--- src/rtl/lm_sm_seq_gen.sv ---
// Load-multiple/store-multiple micro-op sequencer: expands one register mask into per-register transfers.
// Optional base write-back micro-op is enabled by defining LM_SM_WRITEBACK_EN.
module lm_sm_seq_gen #(
    parameter int NUM_REGS  = 8,
    parameter int IDX_W     = 3,
    parameter int ADDR_W    = 16,
    parameter int ADDR_STEP = 1,
    parameter int LSB_FIRST = 1
) (
    input  logic                clk,
    input  logic                rst,
    input  logic                start,
    input  logic                is_store,
    input  logic [NUM_REGS-1:0] reg_mask,
    input  logic [ADDR_W-1:0]   base_addr,
    input  logic [IDX_W-1:0]    base_reg,
    input  logic                flush,
    input  logic                uop_ready,
    output logic                uop_valid,
    output logic [IDX_W-1:0]    uop_reg,
    output logic [ADDR_W-1:0]   uop_addr,
    output logic                uop_store,
    output logic                uop_last,
    output logic                uop_wb,
    output logic                stall_out,
    output logic                busy
);

    typedef enum logic [1:0] {
        S_IDLE = 2'd0,
        S_RUN  = 2'd1
`ifdef LM_SM_WRITEBACK_EN
        ,
        S_WB   = 2'd2
`endif
    } state_t;

    state_t              r_state;
    state_t              w_state_nxt;
    logic [NUM_REGS-1:0] r_mask;
    logic [ADDR_W-1:0]   r_addr;
    logic                r_store;

    logic [IDX_W-1:0]    w_sel_idx;
    logic [NUM_REGS-1:0] w_sel_oh;
    logic                w_one_left;
    logic                w_accept;
    logic [ADDR_W-1:0]   w_addr_inc;
    logic                w_mask_nz;

`ifdef LM_SM_WRITEBACK_EN
    logic [IDX_W-1:0]    r_base_reg;
`else
    logic                w_unused_base_reg;
    assign w_unused_base_reg = ^base_reg;
`endif

    // Priority pick of the next register: the last match in scan order wins.
    function automatic logic [IDX_W-1:0] f_pick_idx(input logic [NUM_REGS-1:0] m);
        logic [IDX_W-1:0] idx;
        idx = '0;
        if (LSB_FIRST != 0) begin
            for (int i = NUM_REGS - 1; i >= 0; i--) begin
                if (m[i]) idx = IDX_W'(i);
            end
        end else begin
            for (int i = 0; i < NUM_REGS; i++) begin
                if (m[i]) idx = IDX_W'(i);
            end
        end
        return idx;
    endfunction

    assign w_sel_idx  = f_pick_idx(r_mask);
    assign w_sel_oh   = NUM_REGS'(1) << w_sel_idx;
    assign w_one_left = ((r_mask & (r_mask - NUM_REGS'(1))) == '0) && (r_mask != '0);
    assign w_accept   = uop_valid & uop_ready;
    assign w_addr_inc = r_addr + ADDR_W'(ADDR_STEP);
    assign w_mask_nz  = (reg_mask != '0);

    always_ff @(posedge clk or negedge rst) begin
        if (!rst) begin
            r_state <= S_IDLE;
            r_mask  <= '0;
            r_addr  <= '0;
            r_store <= 1'b0;
`ifdef LM_SM_WRITEBACK_EN
            r_base_reg <= '0;
`endif
        end else begin
            r_state <= w_state_nxt;
            if (flush) begin
                r_mask <= '0;
            end else begin
                case (r_state)
                    S_IDLE: begin
                        if (start) begin
                            r_mask  <= reg_mask;
                            r_addr  <= base_addr;
                            r_store <= is_store;
`ifdef LM_SM_WRITEBACK_EN
                            r_base_reg <= base_reg;
`endif
                        end
                    end
                    S_RUN: begin
                        if (w_accept) begin
                            r_mask <= r_mask & ~w_sel_oh;
                            r_addr <= w_addr_inc;
                        end
                    end
                    default: ;
                endcase
            end
        end
    end

    always_comb begin
        w_state_nxt = r_state;
        case (r_state)
            S_IDLE: begin
`ifdef LM_SM_WRITEBACK_EN
                // An empty mask still produces the write-back micro-op.
                if (start) w_state_nxt = w_mask_nz ? S_RUN : S_WB;
`else
                if (start && w_mask_nz) w_state_nxt = S_RUN;
`endif
            end
            S_RUN: begin
                if (w_accept && w_one_left) begin
`ifdef LM_SM_WRITEBACK_EN
                    w_state_nxt = S_WB;
`else
                    w_state_nxt = S_IDLE;
`endif
                end
            end
`ifdef LM_SM_WRITEBACK_EN
            S_WB: begin
                if (uop_ready) w_state_nxt = S_IDLE;
            end
`endif
            default: w_state_nxt = S_IDLE;
        endcase
        if (flush) w_state_nxt = S_IDLE;
    end

    always_comb begin
        uop_valid = 1'b0;
        uop_reg   = '0;
        uop_addr  = '0;
        uop_store = 1'b0;
        uop_last  = 1'b0;
        uop_wb    = 1'b0;
        stall_out = 1'b0;
        busy      = (r_state != S_IDLE);
        case (r_state)
            S_IDLE: begin
`ifdef LM_SM_WRITEBACK_EN
                // Every instruction emits at least the write-back, so always hold upstream.
                stall_out = start;
`else
                stall_out = start & w_mask_nz;
`endif
            end
            S_RUN: begin
                uop_valid = 1'b1;
                uop_reg   = w_sel_idx;
                uop_addr  = r_addr;
                uop_store = r_store;
`ifdef LM_SM_WRITEBACK_EN
                uop_last  = 1'b0;
`else
                uop_last  = w_one_left;
`endif
                stall_out = ~(uop_last & uop_ready);
            end
`ifdef LM_SM_WRITEBACK_EN
            S_WB: begin
                uop_valid = 1'b1;
                uop_reg   = r_base_reg;
                uop_addr  = r_addr;
                uop_last  = 1'b1;
                uop_wb    = 1'b1;
                stall_out = ~uop_ready;
            end
`endif
            default: ;
        endcase
    end

endmodule

--- config.mk ---
export PLATFORM = sky130hd
export DESIGN_NAME = lm_sm_seq_gen
export DESIGN_NICKNAME = d
export VERILOG_FILES = /design/src/rtl/lm_sm_seq_gen.sv
export SDC_FILE = /design/constraint.sdc
export NUM_CORES = 1
export LEC_CHECK = 0
export CORE_ASPECT_RATIO = 1.1
export CORE_MARGIN = 8
export CORE_UTILIZATION = 35
export CTS_BUF_LIST = sky130_fd_sc_hd__clkbuf_4 sky130_fd_sc_hd__clkbuf_8
export CTS_CLUSTER_DIAMETER = 60
export DETAILED_ROUTE_END_ITERATION = 10
export PLACE_DENSITY = 0.63
export SLEW_MARGIN = 20
export SYNTH_ARGS = -nofsm -noshare
export SYNTH_HDL_FRONTEND = slang
export SYNTH_SLANG_ARGS = --single-unit
export TNS_END_PERCENT = 100
--- constraint.sdc ---
create_clock -name clk -period 2.1 [get_ports clk]
set_input_delay 0.525 -clock clk [delete_from_list [all_inputs] [get_ports clk]]
set_output_delay 0.525 -clock clk [all_outputs]
set_load 0.02 [all_outputs]
======== After elaboration in Yosys (flattened, before gate mapping) ========
Index checks and enable logic that the tools add are counted.
storage, ports and cells
  bits in registers ....................... 27
  input bits .............................. 33
  output and inout bits ................... 25
  logic and storage cells ................. 61
cells by class
  add/subtract/negate cells ............... 2
  eq/ne operators ......................... 7
  shift-type cells ........................ 1
  mux-type cells .......................... 25
  bitwise gates (word level) .............. 8
  reduce and logical (&&, ||, !) cells .... 14
operators with widths
  operator                                                               number
  16-bit two-way mux                                                     3
  16-bit one-hot mux with 2 select lines                                 1
  3-bit two-way mux                                                      9
  8-bit two-way mux                                                      3
  16-bit by 1-bit adder with 16-bit output, second input constant        1
  8-bit AND                                                              2
  8-bit one-hot mux with 2 select lines                                  1
  8-bit nonzero test                                                     2
  3-bit != test, second input constant                                   4
  8-bit zero test                                                        1
  8-bit NOT                                                              1
  1-bit by 3-bit << shifter with 8-bit output, first input constant      1
  8-bit by 1-bit subtractor with 8-bit output, second input constant     1
  2-bit two-way mux                                                      3
  3-bit AND reduction                                                    2
  2-bit != test, second input constant                                   2
  2-bit one-hot mux with 2 select lines                                  1
  4-bit AND reduction                                                    1
  2-bit nonzero test                                                     2
  1-bit AND                                                              3
  1-bit logical AND                                                      3
  1-bit two-way mux                                                      3
  3-bit nonzero test                                                     1
  2-bit by 1-bit equality test with 1-bit output, second input constant  1
  4 further kinds                                                        5

======== Longest topological paths before layout ========
  depth after elaboration ................. 14
  gate-level depth with buffers ........... 7
  gate-level depth less buffers ........... 5

======== Worst setup path after synthesis ========
OpenSTA, ideal clock, no wires.
  path kind ............................... register -> output
  from .................................... register r_mask[5]
  to ...................................... output port uop_last
  arrival ................................. 1.770 ns
  required time ........................... 1.575 ns
  slack ................................... -0.195 ns
  stages on the path, launching flop included .. 5
  buffers on the path ..................... 1
  cells stage by stage .................... dfrtp_1 clkbuf_1 or4_1 a21o_1 a211oi_1
on the way
  longest elaborated chain between the ends .. 5
RTL lines
  item                                         RTL line  source
  start: declaration                           40        logic [NUM_REGS-1:0] r_mask;
  start signal: assignment                     98        r_mask <= reg_mask;
  start signal: assignment                     108       r_mask <= r_mask & ~w_sel_oh;
  8-bit by 1-bit subtractor with 8-bit output  76        assign w_one_left = ((r_mask & (r_mask - NUM_REGS'(1))) == '0) && (r_mask != '0);
  8-bit AND                                    76
  8-bit zero test                              76
  1-bit logical AND (*)                        76
  1-bit two-way mux (*)                        157       case (r_state)
  end: declaration                             23        output logic uop_last,
Every way passes the cells marked *; elsewhere a longest branch is shown, timed or not.

======== Final worst setup path ========
  from .................................... register r_mask[0]
  to ...................................... output port stall_out
on the way
  longest elaborated chain between the ends .. 7
RTL lines
  item                                         RTL line  source
  8-bit by 1-bit subtractor with 8-bit output  76
  8-bit AND                                    76
  8-bit zero test                              76
  1-bit logical AND (*)                        76
  1-bit AND (*)                                176       stall_out = ~(uop_last & uop_ready);
  1-bit NOT (*)                                176
  1-bit one-hot mux with 2 select lines (*)    157
  end: declaration                             25        output logic stall_out,
Marked as above.

==> results.cfg <==
[timing]
finalSetupViolCount = 3
fin_hold_ws_ns = 0.484
report.final.slew_viol_count = 0
final-hold-violation-count = 0
timing.max_slew.rel_slack_pct = 61.7
min_period_over_period_pct = 115
finalCriticalPeriod_ns = 2.42
unrepaired_setup_endpoints_after_global_routing = yes
setup_slack_ns = -0.316
fmaxAchievable_ghz = 0.414
max_slew.worst_pin.slew_ns = 0.573
clock_skew_ns = 0.00675

[logic_synthesis]
most_used_flip_flop_cell_after_synthesis = sky130_fd_sc_hd__dfrtp_1
synth.cell_area_mm2 = 0.00193
synthesis.area_per_instance_um2 = 8.34
post_syn_instances = 231
synth.top_cells.by_area = sky130_fd_sc_hd__dfrtp_1 (34%), sky130_fd_sc_hd__and2_1 (4.2%), sky130_fd_sc_hd__nand2_1 (3.9%)
ys_ff_latch = 26
netlist.top_cell.by_area = sky130_fd_sc_hd__dfrtp_1
number_of_enable_type_register_cells_in_the_synthesized_netlist = 0
ys_top_cells_by_count = sky130_fd_sc_hd__dfrtp_1 (26), sky130_fd_sc_hd__nand2_1 (20), sky130_fd_sc_hd__and2_1 (13), sky130_fd_sc_hd__o21ai_0 (13), sky130_fd_sc_hd__clkbuf_1 (12)
synthesis.nets = 265
netlist-cell-type-count = 55
yosysSeqAreaShare_pct = 33.8
netlist.area_leader.share_pct = 33.8
yosys.cell_count.top_type = sky130_fd_sc_hd__dfrtp_1
ys.warnings.count = 0
async_reset_ff_share_pct = 100

[grt]
groute.usage.overall_pct = 15.9
grt_antenna_before_repair = 0
met3_usage_grt_pct = 2.27
wire_length_of_the_first_global_routing_pass_mm = 10.4
first_global_vias = 2105
grt-busiest-layer = met2
grt_start_max_net_pins = 31
grtUsageMet1_pct = 21.4
groute.layer.met2.usage_pct = 25.7
grt_remaining_overflow = 0

[routing]
detailedRoute.firstPassIterationCount = 4
avgViaCountPerCell = 5.52
routed_antenna_nets = 0
detail_route.drc_violations = 0
drt_first_iter_violations = 157
finalWirelength_mm = 6.36
drt-wirelength-per-cell_um = 16.3
via_count = 2149

[hold_path]
min-delay-path-class = flop to flop

[power_and_ir_drop]
peakVddDrop_mv = 0.322
p_comb_share_pct = 43.7
pwr-share-clk_pct = 18.0
totalPowerFinal_w = 0.00192
netSwitchingPower_w = 0.000735
cellPowerDensity_mw_per_mm2 = 662
static_leakage_power_nw = 1.29
cellInternalPower_w = 0.00119
share_seq_of_total_power_pct = 38.3
switching_share_pct = 38.2

[die]
initial_utilization_pct = 35.9
floorplan.io_pins = 58
floorplan.die_area_mm2 = 0.00813
chipWidth_um = 86.7
die-height_um = 93.8
area_of_the_core_mm2 = 0.00536
core.rowCount = 28

[critical_path]
cpMaxStageDelayCell = sky130_fd_sc_hd__dfrtp_2
worst_setup_path_end_kind = primary output
worst_path_dominant_cell_family = compound AO/OA/AOI/OAI gates
timing.critical_path.cells = nor4_4 -> o211ai_1 -> a2111oi_4 -> nor2_1 -> buf_4
critical_path_arrival_ns = 1.89
worst-setup-path-type = flop to primary output
worst-path-max-fanout = 4
worst_ep_required_ns = 1.57
worst_path_largest_cell_delay_ns = 0.45
critical_path.n_buffers_inverters = 1
cp-start-kind = flop

[clocking]
cts_root_buf = sky130_fd_sc_hd__clkbuf_8
worst_setup_hold_path_clk_slew_ns = 0.10
cts_max_path_buffers = 2
cts_hold_repair.buffers = 0
clock_tree_from_tritoncts = built
tritoncts.num_buffers = 3
numClockSinks = 26
maximum_level_of_the_cts_h_tree = 1
clk-insertion-delay-late_ns = 0.28

[placed_design]
place_ws_ns = -0.784
dp_hpwl_mm = 4.76
gp_routability_congestion = 0.859
dp_cell_count = 382
numPortBuffers = 53

[finish]
final-instance-count-excl-fill = 389
nets = 349
area_growth_pct = 50.9
antennaDiodeCount = 0
drive_above_1_share_pct = 24.8
finalCoreUtilization_pct = 54.2

[job]
maxCapViolCount = 0

[status]
violated_checks = negative setup slack
status = finished, violations left
==> worst paths after layout <==
check,startpoint,end,slack (ns),cells past startpoint
worst max-delay path,r_mask[0]$_DFFE_PN0P_,stall_out,-0.32,5
worst min-delay path,r_store$_DFFE_PN0P_,r_store$_DFFE_PN0P_,0.48,2
worst max register to register,r_state[0]$_DFFE_PN0P_,r_addr[14]$_DFFE_PN0P_,0.23,6
worst min register to register,r_store$_DFFE_PN0P_,r_store$_DFFE_PN0P_,0.48,2
max in group asynchronous,rst,r_mask[0]$_DFFE_PN0P_,1.19,2
min in group asynchronous,rst,r_addr[13]$_DFFE_PN0P_,0.62,2
==> tightest hold or removal path, cell delays in order, from the launching register on <==
cell	delay, ns
sky130_fd_sc_hd__dfrtp_1	0.35
sky130_fd_sc_hd__nand2_1	0.05
sky130_fd_sc_hd__nand2_1	0.06
==> cell usage in the layout, fill, tap and decap left out, types with 3 or more instances in the layout <==
master / n
sky130_fd_sc_hd__buf_4: 44
sky130_fd_sc_hd__clkdlybuf4s50_1: 31
sky130_fd_sc_hd__dfrtp_1: 23
sky130_fd_sc_hd__nand2_1: 20
sky130_fd_sc_hd__dlygate4sd2_1: 17
sky130_fd_sc_hd__and2_1: 13
sky130_fd_sc_hd__o21ai_0: 13
sky130_fd_sc_hd__nand3_1: 11
sky130_fd_sc_hd__nor2_1: 10
sky130_fd_sc_hd__nor3_1: 10
sky130_fd_sc_hd__a21oi_1: 9
sky130_fd_sc_hd__inv_1: 7
sky130_fd_sc_hd__nor4_1: 7
sky130_fd_sc_hd__mux2i_1: 6
sky130_fd_sc_hd__o22ai_1: 5
sky130_fd_sc_hd__o31ai_1: 5
sky130_fd_sc_hd__a22oi_1: 5
sky130_fd_sc_hd__nand4_1: 5
sky130_fd_sc_hd__and4_1: 4
sky130_fd_sc_hd__clkbuf_8: 4
sky130_fd_sc_hd__o21bai_1: 3
sky130_fd_sc_hd__a31oi_1: 3
sky130_fd_sc_hd__o221a_2: 3
sky130_fd_sc_hd__and3_1: 3
sky130_fd_sc_hd__a22o_1: 3
sky130_fd_sc_hd__dfrtp_2: 3
==> registers in the layout, indices dropped and copies added (netlist names) <==
| name | cells |
|---|---|
| r_addr | 16 |
| r_mask | 8 |
| r_state | 1 |
| r_store | 1 |
==> timing repair <==
action,in CTS,in global routing
pin swaps,6,6
setup buffers,1,2
gates resized for setup,53,8
cloned,0,0
setup endpoints to repair,22,5
==> final cells by class <==
class / count / area [um^2]
Fill cell: 518 / 2450
Multi-Input combinational cell: 179 / 1220
Timing Repair Buffer: 97 / 852
Sequential cell: 26 / 654
Tap cell: 75 / 93.8
Clock buffer: 4 / 55.1
Inverter: 8 / 30.0
==> through the flow <==
stage,cell area (um^2),setup TNS (ns)
final,2910,-0.595
after floorplan,1930,-0.0225
after global placement,2800,-1.66
after CTS,2860,-0.590
after detailed placement,2800,-1.71
after global routing,2910,-0.941
==> per-layer routing <==
layer,part of all wire [%],vias up
met4,0.80,0
li1,-,1041
met3,5.6,4
met5,0,-
met2,48,68
met1,46,1036
==> power groups by stage <==
stage               clock network (W)  registers (W)  logic, W
floorplan                           0       0.000726  0.000462
global placement                    0       0.000738  0.000828
detailed placement                  0       0.000741  0.000841
CTS                          0.000346       0.000732  0.000826
global route                 0.000382       0.000756  0.000925
finish                       0.000347       0.000736  0.000841
==> kinds of logic after synthesis <==
| kind of cell | share of synthesized area [%] |
|---|---|
| buffers and inverters | 5.72 |
| AND/OR/NAND/NOR | 29.8 |
| AO/OA/AOI/OAI | 25.1 |
| flip-flops | 33.8 |
| multiplexers | 3.70 |
| other | 0.195 |
| adder cells (fa/ha/maj) | 1.17 |
| XOR/XNOR | 0.455 |
No activity file was read; power rests on OpenSTA's default activity.
